$ cat config.mk
export PLATFORM = sky130hd
export DESIGN_NAME = backlight_frame_scheduler
export DESIGN_NICKNAME = d
export VERILOG_FILES = /design/src/rtl/backlight_frame_scheduler.sv
export SDC_FILE = /design/constraint.sdc
export NUM_CORES = 1
export LEC_CHECK = 0
export BUFFER_PORTS_ARGS = -buffer_cell sky130_fd_sc_hd__buf_2
export CAP_MARGIN = 10
export CORE_ASPECT_RATIO = 0.7
export CORE_UTILIZATION = 50
export CTS_CLUSTER_SIZE = 25
export DETAILED_ROUTE_END_ITERATION = 8
export GPL_ROUTABILITY_DRIVEN = 0
export PLACE_DENSITY_LB_ADDON = 0.15
export SETUP_SLACK_MARGIN = 0.15
export SYNTH_ARGS = -nofsm -noshare
export SYNTH_HDL_FRONTEND = slang
export SYNTH_SLANG_ARGS = --single-unit
$ cat constraint.sdc
create_clock -name clk -period 4.5 [get_ports clk]
set_input_delay 0.45 -clock clk [delete_from_list [all_inputs] [get_ports clk]]
set_output_delay 0.45 -clock clk [all_outputs]
set_load 0.01 [all_outputs]
$ cat src/rtl/backlight_frame_scheduler.sv
// Backlight frame scheduler.
// Ramps the backlight PWM duty toward a brightness target one step per video frame,
// emits a frame-aligned sync strobe and RGB mask, counts frames, and freezes the
// ramp when vsync disappears for too long.
module backlight_frame_scheduler #(
    parameter int PWM_W   = 10,
    parameter int STEP    = 16,
    parameter int TIMEOUT = 2000000
) (
    input  logic             clk,
    input  logic             reset,
    input  logic             vsync_in,
    input  logic             enable,
    input  logic [3:0]       target_level,
    input  logic [2:0]       channel_sel,
    output logic [PWM_W-1:0] pwm_value,
    output logic             sync_pulse,
    output logic [2:0]       channel_mask,
    output logic [15:0]      frame_count,
    output logic             busy,
    output logic             no_video,
    output logic [1:0]       state
);

    typedef enum logic [1:0] {
        IDLE   = 2'd0,
        TRACK  = 2'd1,
        RAMP   = 2'd2,
        UNUSED = 2'd3
    } state_t;

    localparam int               GAP_W    = $clog2(TIMEOUT + 1);
    localparam logic [GAP_W-1:0] GAP_MAX  = GAP_W'(TIMEOUT);
    localparam logic [GAP_W-1:0] GAP_ONE  = GAP_W'(1);
    localparam logic [PWM_W:0]   STEP_EXT = (PWM_W + 1)'(STEP);

    logic             r_vsyncPrev;
    logic             r_armed;
    logic             r_syncPulse;
    logic [2:0]       r_channelMask;
    logic [15:0]      r_frameCount;
    logic [GAP_W-1:0] r_gapCount;
    logic [PWM_W-1:0] r_pwmValue;
    state_t           r_state;

    logic             w_frameEdge;
    logic             w_noVideo;
    logic             w_hold;
    logic [PWM_W-1:0] w_target;
    logic [PWM_W:0]   w_targetExt;
    logic [PWM_W:0]   w_up;
    logic [PWM_W:0]   w_down;
    logic [PWM_W-1:0] w_stepped;
    logic [PWM_W-1:0] w_nextPwm;
    state_t           w_nextState;

    // r_armed keeps a vsync level that is already high when reset releases from
    // being mistaken for a frame edge; a low level must be seen first.
    assign w_frameEdge = vsync_in & ~r_vsyncPrev & r_armed;
    assign w_noVideo   = (r_gapCount == GAP_MAX);
    assign w_hold      = w_noVideo & ~w_frameEdge;
    assign w_target    = {target_level, {(PWM_W - 4){1'b0}}};
    assign w_targetExt = {1'b0, w_target};
    assign w_up        = {1'b0, r_pwmValue} + STEP_EXT;
    assign w_down      = {1'b0, r_pwmValue} - STEP_EXT;

    assign pwm_value    = r_pwmValue;
    assign sync_pulse   = r_syncPulse;
    assign channel_mask = r_channelMask;
    assign frame_count  = r_frameCount;
    assign busy         = (r_state == RAMP);
    assign no_video     = w_noVideo;
    assign state        = r_state;

    // Vsync history, frame strobe, channel mask and frame counter; all follow edges regardless of enable
    always_ff @(posedge clk) begin
        if (reset) begin
            r_vsyncPrev   <= 1'b0;
            r_armed       <= 1'b0;
            r_syncPulse   <= 1'b0;
            r_channelMask <= 3'b111;
            r_frameCount  <= 16'd0;
        end else begin
            r_vsyncPrev <= vsync_in;
            if (!vsync_in) begin
                r_armed <= 1'b1;
            end
            r_syncPulse <= w_frameEdge;
            if (w_frameEdge) begin
                r_channelMask <= channel_sel;
                r_frameCount  <= r_frameCount + 16'd1;
            end
        end
    end

    // Cycles since the last frame edge, saturating at the video-loss threshold
    always_ff @(posedge clk) begin
        if (reset) begin
            r_gapCount <= '0;
        end else if (w_frameEdge) begin
            r_gapCount <= '0;
        end else if (r_gapCount != GAP_MAX) begin
            r_gapCount <= r_gapCount + GAP_ONE;
        end
    end

    // One clamped step toward the target in PWM_W+1 bits so neither end can wrap
    always_comb begin
        w_stepped = r_pwmValue;
        if (w_target > r_pwmValue) begin
            w_stepped = (w_up >= w_targetExt) ? w_target : w_up[PWM_W-1:0];
        end else if (w_target < r_pwmValue) begin
            w_stepped = (w_down[PWM_W] || (w_down <= w_targetExt)) ? w_target : w_down[PWM_W-1:0];
        end
    end

    // FSM state and duty register
    always_ff @(posedge clk) begin
        if (reset) begin
            r_state    <= IDLE;
            r_pwmValue <= '1;
        end else begin
            r_state    <= w_nextState;
            r_pwmValue <= w_nextPwm;
        end
    end

    // Next-state and next-duty; enable dropping beats a simultaneous frame edge
    always_comb begin
        w_nextState = r_state;
        w_nextPwm   = r_pwmValue;
        if (r_state == UNUSED) begin
            w_nextState = IDLE;
        end else if (!w_hold) begin
            case (r_state)
                IDLE: begin
                    if (enable) begin
                        w_nextState = TRACK;
                    end
                end
                TRACK: begin
                    if (!enable) begin
                        w_nextState = IDLE;
                    end else if (w_frameEdge && (w_target != r_pwmValue)) begin
                        w_nextPwm   = w_stepped;
                        w_nextState = (w_stepped == w_target) ? TRACK : RAMP;
                    end
                end
                RAMP: begin
                    if (!enable) begin
                        w_nextState = IDLE;
                    end else if (w_frameEdge) begin
                        w_nextPwm   = w_stepped;
                        w_nextState = (w_stepped == w_target) ? TRACK : RAMP;
                    end
                end
                default: begin
                    w_nextState = IDLE;
                end
            endcase
        end
    end

endmodule

==> results.md <==
- Result of the run: finished clean
- Largest stage delay on the critical path: around 0.44 ns
- GRT Util Overall: roughly a quarter
- Die H: 70.0 um
- Post-route DRC violation count: 0
- Avg WL per Cell: 14.6 um
- Biggest fanout along the worst timing path: 7
- Hold buffer count at CTS: 0
- Type of the worst setup path: reg2reg
- Avg Cell Area, Syn: about 8.1 um^2
- Portion of the post-synthesis area used by sequential elements: around 33%
- Cts bufs inserted: 5
- CP Data Required Time: about 4.8 ns
- Startpoint of the tightest hold check path: vsync_in
- Syn nets: about 440
- Post-CTS setup-driven buffer insertion count: 0
- Start of the worst register-to-register path: pwm_value[5]
- Pwr dens: approximately 350 nW/um^2
- Wirelength, routed: ~7700 um
- Diode insertion count for antenna repair: 0
- Worst rel slew slack: 45.3%
- Placed cell area: 3540 um^2
- Endpoint of the most critical register-to-register path: state[0]
- Finished layout cell area: roughly 3600 um^2
- Number of endpoints with negative hold slack in the final report: 0
- Final-report setup violation count: 0
- Placement-stage worst setup slack: 0.889 ns
- Fraction of final layout cells sized beyond drive strength 1: 16.1%
- Buffers from clock root to sink, at most: 2
- Core outline area: 6310 um^2
- Via count of the first global-routing pass: approximately 2800
- Period utilisation layout: about 80%
- Syn Std Cell Area: approximately 3300 um^2
- Most common flop cell mapped by yosys: sky130_fd_sc_hd__dfxtp_1
- Worst-case register-to-register setup slack: about 0.81 ns
- End point of the worst hold path: r_armed
- Root cell of the clock tree: sky130_fd_sc_hd__clkbuf_8
- Cell variety after synth: 61
- Cell with the largest stage delay on the worst path: sky130_fd_sc_hd__a21oi_1
- Clock tree from TritonCTS: yes
- Number of levels the H-tree was split into: 2
- Pin slew with the least headroom to its limit: slightly above 0.8 ns
- Final Net Count: approximately 480
- Worst path cell trace: inv_1 > ha_1 > nor3b_1 > xnor2_1 > ha_1 > nand2_1 > o21bai_1 > a21oi_1 > a31oi_1 > a31o_2 > a221oi_1 > nand4_1 > o211ai_1 > and3_1
- Die width: ~100 um
- PostCTS Resize Cnt: 0
- P_leak: between 1.5 and 2 nW
- Minimum clock period: roughly 3.7 ns
- Achievable clock frequency: about 0.27 GHz
- Number of warnings issued by yosys: 0
- Peak ir drop on the vdd network: between 0.00015 and 0.0002 V
- Number of search-and-repair iterations in the first detailed-routing pass: 8
- Critical path arrival: 3.95 ns
- Final setup TNS: 0 ns
- Worst Hold Slack: approximately 0.33 ns
- Detailed Route Iter0 Violations: 270
- Via-to-Cell Ratio: between 5 and 6
- Cell depth of the worst flop-to-flop path: 14
- Count of boundary I/O pins: 45
- Synth async-reset ratio: 0%
- Total of max-cap violations: 0
- Total Die Area: around 6900 um^2
- Post-synthesis to final-layout area growth: 9.97%
- Number of standard cells after synthesis: approximately 410
- Largest net degree at the start of global routing: 36
- Sinks on the clock net: 55
- Clk slew on worst S/H paths: 0.10 ns
- Number of nets with antenna violations after routing: 0
- PortBufs: 44
- Startpoint type of the worst setup path: register
- Detailed placement HPWL: 5780 um
- Final-report max-slew violation count: 0
- Endpoint type of the worst setup path: register
- Starting density of the core: between 50% and 60%
- Flops & latches, synth: 55
- Post-route setup slack: around 0.81 ns
- Most common cell type on the critical path: sky130_fd_sc_hd__ha_1
- Global-route wire length before repair: roughly 13000 um
- Row Count: 24
- Setup repair after global routing missed its margin: false
- Min-Delay Path Class: in2reg
- Clock Skews: about 0.0077 ns
- Skew-Pair Late Insertion Delay: 0.31 ns
- Gr ovfl total: 0
- Overall via count from detail_route: 2977
- Initial antenna violation count: 0
- Post-synth EDFFs: 0
- Min-Delay Path Depth: 2
worst max-delay path: cells and delay by family (launching register included):
kind                       cells  cell delay (ns)
DFF                            1             0.40
xor gates and xnor gates       1             0.16
adders and majority gates      2             0.57
and+or+nand+nor                4             0.82
AOI/OAI and AO/OA              6             1.50
buffers and inverters          1             0.19
sequential cells by signal, summed over array words and instances, names as in the netlist:
signal,flops
r_gapCount,21
r_vsyncPrev,1
channel_mask,3
r_armed,1
pwm_value,10
state,2
frame_count,16
sync_pulse,1
layout by cell type, fill, tap and decap left out, types with 3 or more instances in the layout:
| cell type | n |
|---|---|
| sky130_fd_sc_hd__dfxtp_1 | 55 |
| sky130_fd_sc_hd__nor2_1 | 53 |
| sky130_fd_sc_hd__buf_2 | 44 |
| sky130_fd_sc_hd__nand2_1 | 38 |
| sky130_fd_sc_hd__a21oi_1 | 25 |
| sky130_fd_sc_hd__nand3_1 | 24 |
| sky130_fd_sc_hd__ha_1 | 24 |
| sky130_fd_sc_hd__inv_1 | 23 |
| sky130_fd_sc_hd__xor2_1 | 21 |
| sky130_fd_sc_hd__xnor2_1 | 18 |
| sky130_fd_sc_hd__o21ai_0 | 15 |
| sky130_fd_sc_hd__nor3_1 | 14 |
| sky130_fd_sc_hd__and3_1 | 10 |
| sky130_fd_sc_hd__or3_1 | 5 |
| sky130_fd_sc_hd__nor2b_1 | 5 |
| sky130_fd_sc_hd__clkbuf_8 | 5 |
| sky130_fd_sc_hd__nor4_1 | 4 |
| sky130_fd_sc_hd__nand3b_1 | 4 |
| sky130_fd_sc_hd__o211ai_1 | 4 |
| sky130_fd_sc_hd__nand4_1 | 3 |
| sky130_fd_sc_hd__or2_2 | 3 |
| sky130_fd_sc_hd__a21o_1 | 3 |
how the worst max path moves through the flow:
stage | slack (ns) | end | start
after floorplan | 1.11 | state[0] | pwm_value[4]
after global placement | 0.91 | state[0] | pwm_value[5]
after detailed placement | 0.89 | state[0] | pwm_value[5]
after CTS | 0.85 | state[0] | pwm_value[5]
after global routing | 0.42 | state[0] | pwm_value[5]
final | 0.81 | state[0] | pwm_value[5]
per-stage QoR:
step | total power, mW | std cells | util, %
3_3_place_gp | 0.977 | 518 | 56.2
3_5_place_dp | 0.983 | 518 | 56.2
4_1_cts | 1.26 | 526 | 57.6
6_report | 1.26 | 526 | 57.6
5_1_grt | 1.35 | 526 | 57.6
2_1_floorplan | 0.875 | 409 | -
cell usage after synthesis, types with 4 or more instances:
cell type                  instances  area [um^2]
sky130_fd_sc_hd__nand2_1          38          143
sky130_fd_sc_hd__nand3b_1          4         30.0
sky130_fd_sc_hd__xnor2_1          18          158
sky130_fd_sc_hd__o211ai_1          4         30.0
sky130_fd_sc_hd__clkbuf_1          8         30.0
sky130_fd_sc_hd__dfxtp_1          55         1100
sky130_fd_sc_hd__a21oi_1          25          125
sky130_fd_sc_hd__nor3_1           14         70.1
sky130_fd_sc_hd__o21ai_0          15         75.1
sky130_fd_sc_hd__nor4_1            4         25.0
sky130_fd_sc_hd__and3_1           10         62.6
sky130_fd_sc_hd__or3_1             5         31.3
sky130_fd_sc_hd__xor2_1           21          184
sky130_fd_sc_hd__nor2_1           53          199
sky130_fd_sc_hd__nor2b_1           5         31.3
sky130_fd_sc_hd__nand3_1          24          120
sky130_fd_sc_hd__ha_1             24          300
sky130_fd_sc_hd__inv_1            23         86.3
kinds of logic after synthesis:
| logic type | after synthesis | share of synthesized area, % |
|---|---|---|
| mux | 2 | 0.606 |
| buf+inv | 37 | 5.15 |
| fa+ha+maj | 24 | 9.09 |
| xor+xnor | 39 | 10.3 |
| simple gates | 181 | 27.4 |
| flops | 55 | 33.3 |
| compound gates | 71 | 14.0 |
cell type report:
| type | instances | area, um^2 |
|---|---|---|
| Fill cell | 604 | 2680 |
| Multi-Input combinational cell | 317 | 2030 |
| Sequential cell | 55 | 1100 |
| Timing Repair Buffer | 45 | 228 |
| Tap cell | 78 | 97.6 |
| Inverter | 23 | 86.3 |
| Clock buffer | 5 | 68.8 |
| Clock inverter | 3 | 18.8 |
routing by layer:
metal	up-vias	track usage (%)	wire [um]	share of wire [%]
met4	0	4.58	75	0.98
met5	-	0	0	0
met3	10	8.71	713	9.3
li1	1500	-	-	-
met2	114	33.6	3030	39
met1	1353	34.3	3850	50
report_power, final:
part	internal [mW]	total (mW)	switching, mW	leakage, nW
Combinational	0.171	0.437	0.266	1.06
Clock	0.110	0.272	0.162	0.0483
Sequential	0.509	0.551	0.0419	0.446
No activity file was read; power rests on OpenSTA's default activity.
